`src/rtl/router_pkg.sv`:
```
`default_nettype none
// ============================================================================
// Module      : router_pkg
// Description : Shared defaults for the router synchroniser block: channel
//               count, header address width, timeout counter width and the
//               nominal FIFO stall timeout.
// Revision    : 1.0 - initial release
// ============================================================================
package router_pkg;

  // Default number of output channels / FIFOs
  localparam int NUM_CH_DEF  = 3;
  // Default width of the header destination address field
  localparam int ADDR_W_DEF  = 2;
  // Default width of the per-channel stall counter
  localparam int CNT_W_DEF   = 5;
  // Nominal stall timeout used by the surrounding router
  localparam int TIMEOUT_DEF = 30;

endpackage : router_pkg
`default_nettype wire

```
`src/rtl/router_sync_timer.sv`:
```
`default_nettype none
// ============================================================================
// Module      : router_sync_timer
// Description : One channel's stall watchdog. Counts cycles in which the FIFO
//               holds data but its reader is idle; when the count reaches
//               timeout_val a single-cycle soft_reset pulse is registered to
//               flush the FIFO. timeout_val of zero disables the watchdog.
// Revision    : 1.0 - initial release
// ============================================================================
module router_sync_timer
  import router_pkg::*;
#(
  parameter int CNT_W = CNT_W_DEF
) (
  input  logic             clock,
  input  logic             resetn,
  input  logic             vld,
  input  logic             read_enb,
  input  logic [CNT_W-1:0] timeout_val,
  output logic             soft_reset
);

  localparam logic [CNT_W-1:0] C_CNT_ONE = CNT_W'(1);
  localparam logic [CNT_W-1:0] C_CNT_MAX = '1;

  logic [CNT_W-1:0] cnt_q;
  logic [CNT_W-1:0] cnt_d;
  logic             soft_reset_q;
  logic             soft_reset_d;
  logic             w_stall;
  logic [CNT_W-1:0] w_last;

  assign w_stall    = vld & ~read_enb;
  // Count value that, on a further stall, completes the timeout
  assign w_last     = timeout_val - C_CNT_ONE;
  assign soft_reset = soft_reset_q;

  // Next-state for the stall counter and the flush pulse
  always_comb begin
    cnt_d        = cnt_q;
    soft_reset_d = 1'b0;
    if (!w_stall || (timeout_val == '0)) begin
      cnt_d = '0;
    end else if (cnt_q == w_last) begin
      soft_reset_d = 1'b1;
      cnt_d        = '0;
    end else if (cnt_q != C_CNT_MAX) begin
      // Saturate rather than wrap; only reachable with an out-of-range compare
      cnt_d = cnt_q + C_CNT_ONE;
    end
  end

  // Counter and pulse registers, cleared immediately by reset
  always_ff @(posedge clock or negedge resetn) begin
    if (!resetn) begin
      cnt_q        <= '0;
      soft_reset_q <= 1'b0;
    end else begin
      cnt_q        <= cnt_d;
      soft_reset_q <= soft_reset_d;
    end
  end

endmodule : router_sync_timer
`default_nettype wire

```
`src/rtl/router_sync_n.sv`:
```
`default_nettype none
// ============================================================================
// Module      : router_sync_n
// Description : Router synchroniser. Latches the header destination address,
//               steers the FSM write strobe to one FIFO, reports the addressed
//               FIFO's full flag (forced high for illegal addresses so the FSM
//               stalls), exposes per-FIFO valid flags and runs an independent
//               stall watchdog per channel.
// Revision    : 1.0 - initial release
// ============================================================================
module router_sync_n
  import router_pkg::*;
#(
  parameter int NUM_CH = NUM_CH_DEF,
  parameter int ADDR_W = ADDR_W_DEF,
  parameter int CNT_W  = CNT_W_DEF
) (
  input  logic              clock,
  input  logic              resetn,
  input  logic              detect_add,
  input  logic [ADDR_W-1:0] data_in,
  input  logic              write_enb_reg,
  input  logic [NUM_CH-1:0] read_enb,
  input  logic [NUM_CH-1:0] full,
  input  logic [NUM_CH-1:0] empty,
  input  logic [CNT_W-1:0]  timeout_val,
  output logic [NUM_CH-1:0] write_enb,
  output logic              fifo_full,
  output logic [NUM_CH-1:0] vld_out,
  output logic [NUM_CH-1:0] soft_reset,
  output logic              addr_err
);

  // One extra bit so NUM_CH itself is representable when 2^ADDR_W == NUM_CH
  localparam logic [ADDR_W:0] C_NUM_CH = (ADDR_W+1)'(NUM_CH);

  logic [ADDR_W-1:0] addr_reg_q;
  logic [ADDR_W-1:0] addr_reg_d;
  logic              addr_ok_q;
  logic              addr_ok_d;

  // Capture destination and its legality on a header byte, hold otherwise
  always_comb begin
    addr_reg_d = addr_reg_q;
    addr_ok_d  = addr_ok_q;
    if (detect_add) begin
      addr_reg_d = data_in;
      addr_ok_d  = ({1'b0, data_in} < C_NUM_CH);
    end
  end

  // Address registers; reset leaves the block in the illegal-address state
  always_ff @(posedge clock or negedge resetn) begin
    if (!resetn) begin
      addr_reg_q <= '0;
      addr_ok_q  <= 1'b0;
    end else begin
      addr_reg_q <= addr_reg_d;
      addr_ok_q  <= addr_ok_d;
    end
  end

  // Decode the registered address into the write strobe and selected full flag
  always_comb begin
    write_enb = '0;
    fifo_full = 1'b1;
    for (int i = 0; i < NUM_CH; i++) begin
      if (addr_ok_q && (addr_reg_q == ADDR_W'(i))) begin
        write_enb[i] = write_enb_reg;
        fifo_full    = full[i];
      end
    end
  end

  assign addr_err = ~addr_ok_q;
  assign vld_out  = ~empty;

  generate
    for (genvar g = 0; g < NUM_CH; g++) begin : g_timer
      router_sync_timer #(
        .CNT_W (CNT_W)
      ) u_timer (
        .clock       (clock),
        .resetn      (resetn),
        .vld         (vld_out[g]),
        .read_enb    (read_enb[g]),
        .timeout_val (timeout_val),
        .soft_reset  (soft_reset[g])
      );
    end
  endgenerate

endmodule : router_sync_n
`default_nettype wire
```
`config.mk`:
```
export PLATFORM = sky130hd
export DESIGN_NAME = router_sync_n
export DESIGN_NICKNAME = d
export VERILOG_FILES = /design/src/rtl/router_pkg.sv /design/src/rtl/router_sync_timer.sv /design/src/rtl/router_sync_n.sv
export SDC_FILE = /design/constraint.sdc
export NUM_CORES = 1
export LEC_CHECK = 0
export CAP_MARGIN = 20
export CELL_PAD_IN_SITES_DETAIL_PLACEMENT = 1
export CELL_PAD_IN_SITES_GLOBAL_PLACEMENT = 2
export CORE_AREA = 2 2 83 85
export CTS_CLUSTER_DIAMETER = 50
export DETAILED_ROUTE_END_ITERATION = 6
export DIE_AREA = 0 0 85 87
export PLACE_DENSITY_LB_ADDON = 0.1
export SKIP_LAST_GASP = 1
export SLEW_MARGIN = 20
export SYNTH_ARGS = -nofsm -noshare
export SYNTH_HDL_FRONTEND = slang
export SYNTH_SLANG_ARGS = --single-unit
```
`constraint.sdc`:
```
create_clock -name clock -period 3.61 [get_ports clock]
set_clock_uncertainty 0.1 [all_clocks]
set_input_delay 1.083 -clock clock [delete_from_list [all_inputs] [get_ports clock]]
set_output_delay 1.083 -clock clock [all_outputs]
set_load 0.005 [all_outputs]
```
==> run_results.csv <==
group,metric,value,unit
run_status,status,"finished, final reports clean",
global_routing,overflow,0,
placed_design,io_buffers,30,
setup_path,crit_chain,"clkdlybuf4s50_1 > mux2_2 > o22ai_1 > nand2_1 > clkdlybuf4s50_1",
layout,fill_cells,734,
yosys,avgSynthCellArea,10.0,um^2
clock_tree,cts_made_buffers,3,
job,maxCapViolations,0,
power,powerDensity,271,nW/um^2
clock_tree,insertion_delay,260,ps
setup_path,worst-setup-path-type,"input pin to output pin",
global_routing,grt_pass1_wl,6.85,mm
timing,worst_slew_pin_slew,730,ps
setup_path,r2r_slack,1630,ps
setup_path,r2r_cells,6,
yosys,synthFlopType,"dfrtp_1",
clock_tree,cts_resized,0,
timing,post-route-period-util,99.0,%
layout,postLayoutCoreUtil,30.2,%
drt,dr.first_iter.drc_count,20,
yosys,syn_area,1590,um^2
placed_design,dp.cells,260,
layout,fin_cells,264,
clock_tree,htree_levels,1,
yosys,ys_seq_area_share,33.0,%
yosys,yosys_warnings,0,
yosys,synth_edf_count,0,
yosys,syn_inst,159,
layout,ff_latch_area,526,um^2
layout,syn_to_final_growth,24.4,%
timing,tns,0,ps
setup_path,max_stage_delay,440,ps
yosys,synth-seq-cells,21,
timing,fin_hold_ws,517,ps
worst_hold_path,hp-class,"flop to flop",
clock_tree,cts.sink_count,21,
layout,nets,212,
layout,final_cell_mix,"clkdlybuf4s50_1, dfrtp_1, xnor2_1",
yosys,async_flop_share,100,%
timing,rsz0062_at_grt,"false",
timing,timing.final.ws_setup,37.9,ps
layout,drive_gt1_share,9.24,%
clock_tree,cts_tree,"yes",
drt,drc,0,
global_routing,track_usage,12.0,%
global_routing,grt_pass1_vias,1372,
clock_tree,hold_buffers,0,
drt,dr.pass1.iters,3,
setup_path,critical_path.endpoint,"fifo_full",
layout,antenna_cells,0,
layout,layout_commonest_cell,"clkdlybuf4s50_1",
placed_design,place_hpwl,3.26,mm
setup_path,crit_top_cell,"clkdlybuf4s50_1",
floorplanning,die_w,85,um
placed_design,place_ws,30.7,ps
setup_path,cp.arrival,2390,ps
floorplanning,rows,30,
timing,finalSetupViolations,0,
power,p_leak,0.816,nW
setup_path,worst_r2r_startpoint,"g_timer[0].u_timer.cnt_q[0]",
timing,finalCriticalPeriod,3570,ps
drt,wl_per_cell,15.7,um
global_routing,antenna_found_initial,0,
setup_path,rr_endpoint,"g_timer[0].u_timer.cnt_q[3]",
drt,postRouteAntennaNets,0,
placed_design,gp_congestion,0.743,
setup_path,cpMaxStageDelayCell,"clkdlybuf4s50_1",
clock_tree,clk_pin_slew,80,ps
setup_path,required,2430,ps
setup_path,cp-start-kind,"input pin",
floorplanning,initial_core_util,24.2,%
floorplanning,ioPinCount,31,
yosys,synth_cell_types,40,
drt,vias,1269,
drt,via_per_inst,4.81,
setup_path,cp_max_fo,1,
drt,wl,4.16,mm
clock_tree,clockBufferDepth,2,
floorplanning,dieArea,7400,um^2
timing,finalMaxSlewViolations,0,
setup_path,critPathLaunch,"full[0]",
floorplanning,coreArea,6570,um^2
clock_tree,post_cts_buffers,0,
timing,max_slew_margin,51.0,%
power,max-vdd-ir-drop,0.113,mV
layout,multi_input_area,958,um^2
yosys,synth_nets,186,
timing,fmax,280,MHz
clock_tree,cts_root_buffer,"clkbuf_8",
timing,final_hold_viol_count,0,
setup_path,end_kind,"output pin",
floorplanning,die_h,87,um
global_routing,grt_max_degree,22,
==> through the flow <==
stage	total power, mW	instance area (um^2)
CTS	0.556	1980
finish	0.537	1980
global placement	0.376	1940
floorplan	0.323	1590
global route	0.571	1980
detailed placement	0.381	1940
==> sequential cells by signal, summed over array words and instances, names as in the netlist <==
register,cells
g_timer.u_timer.cnt_q,15
addr_ok_q,1
g_timer.u_timer.soft_reset,3
addr_reg_q,2
==> worst max-delay path: cells and delay by family <==
family / cells / cell delay [ps]
AO/OA/AOI/OAI: 1 / 130
buffers and inverters: 2 / 840
AND/OR/NAND/NOR: 1 / 70
multiplexers: 1 / 260
==> how the worst min path moves through the flow <==
stage	start	end	slack [ps]	cells past startpoint
floorplan	addr_reg_q[0]	addr_reg_q[0]	440	1
global placement	addr_reg_q[0]	addr_reg_q[0]	480	1
detailed placement	addr_reg_q[1]	addr_reg_q[1]	500	1
CTS	addr_reg_q[1]	addr_reg_q[1]	520	1
global route	g_timer[0].u_timer.cnt_q[3]	g_timer[0].u_timer.cnt_q[3]	550	2
finish	addr_ok_q	addr_ok_q	520	2
==> per-layer routing <==
layer | global-route usage [%] | part of all wire (%) | vias to the layer above
met1 | 15.4 | 48 | 628
met4 | 3.46 | 0.70 | 0
met3 | 1.90 | 3.7 | 2
li1 | - | - | 615
met5 | 0 | 0 | -
met2 | 20.8 | 48 | 24
==> cells by family after synthesis <==
kind of cell	count (synthesis)	synth area share (%)
DFF	21	33.0
and+or+nand+nor	56	22.2
muxes	9	5.89
xor gates and xnor gates	23	15.2
adders and majority gates	7	5.50
AOI/OAI and AO/OA	23	11.3
buffers and inverters	20	6.83
==> where the power goes <==
group / switching [mW] / total [mW] / internal, mW
combinational: 0.0563 / 0.122 / 0.0659
sequential: 0.00966 / 0.252 / 0.242
clock: 0.0838 / 0.163 / 0.0788
total: 0.150 / 0.537 / 0.387
==> layout make-up <==
| cell class | instances | area share, % |
|---|---|---|
| Clock buffer | 4 | 2.27 |
| Multi-Input combinational cell | 118 | 48.4 |
| Sequential cell | 21 | 26.5 |
| Tap cell | 80 | 5.05 |
| Inverter | 8 | 1.52 |
| Timing Repair Buffer | 33 | 16.3 |
==> cells in the mapped netlist (all sizes together), types with 5 or more instances <==
| cell | count | area share, % |
|---|---|---|
| dfrtp | 21 | 33 |
| nor3b | 5 | 2.4 |
| mux2i | 6 | 3.8 |
| ha | 7 | 5.5 |
| nor2 | 8 | 1.9 |
| nand2 | 8 | 1.9 |
| inv | 8 | 1.9 |
| buf | 9 | 4.2 |
| nor3 | 9 | 3.5 |
| and3 | 5 | 2.0 |
| xor2 | 6 | 3.3 |
| xnor2 | 14 | 7.7 |
| a211oi | 9 | 5.2 |
No activity file was read; power rests on OpenSTA's default activity.
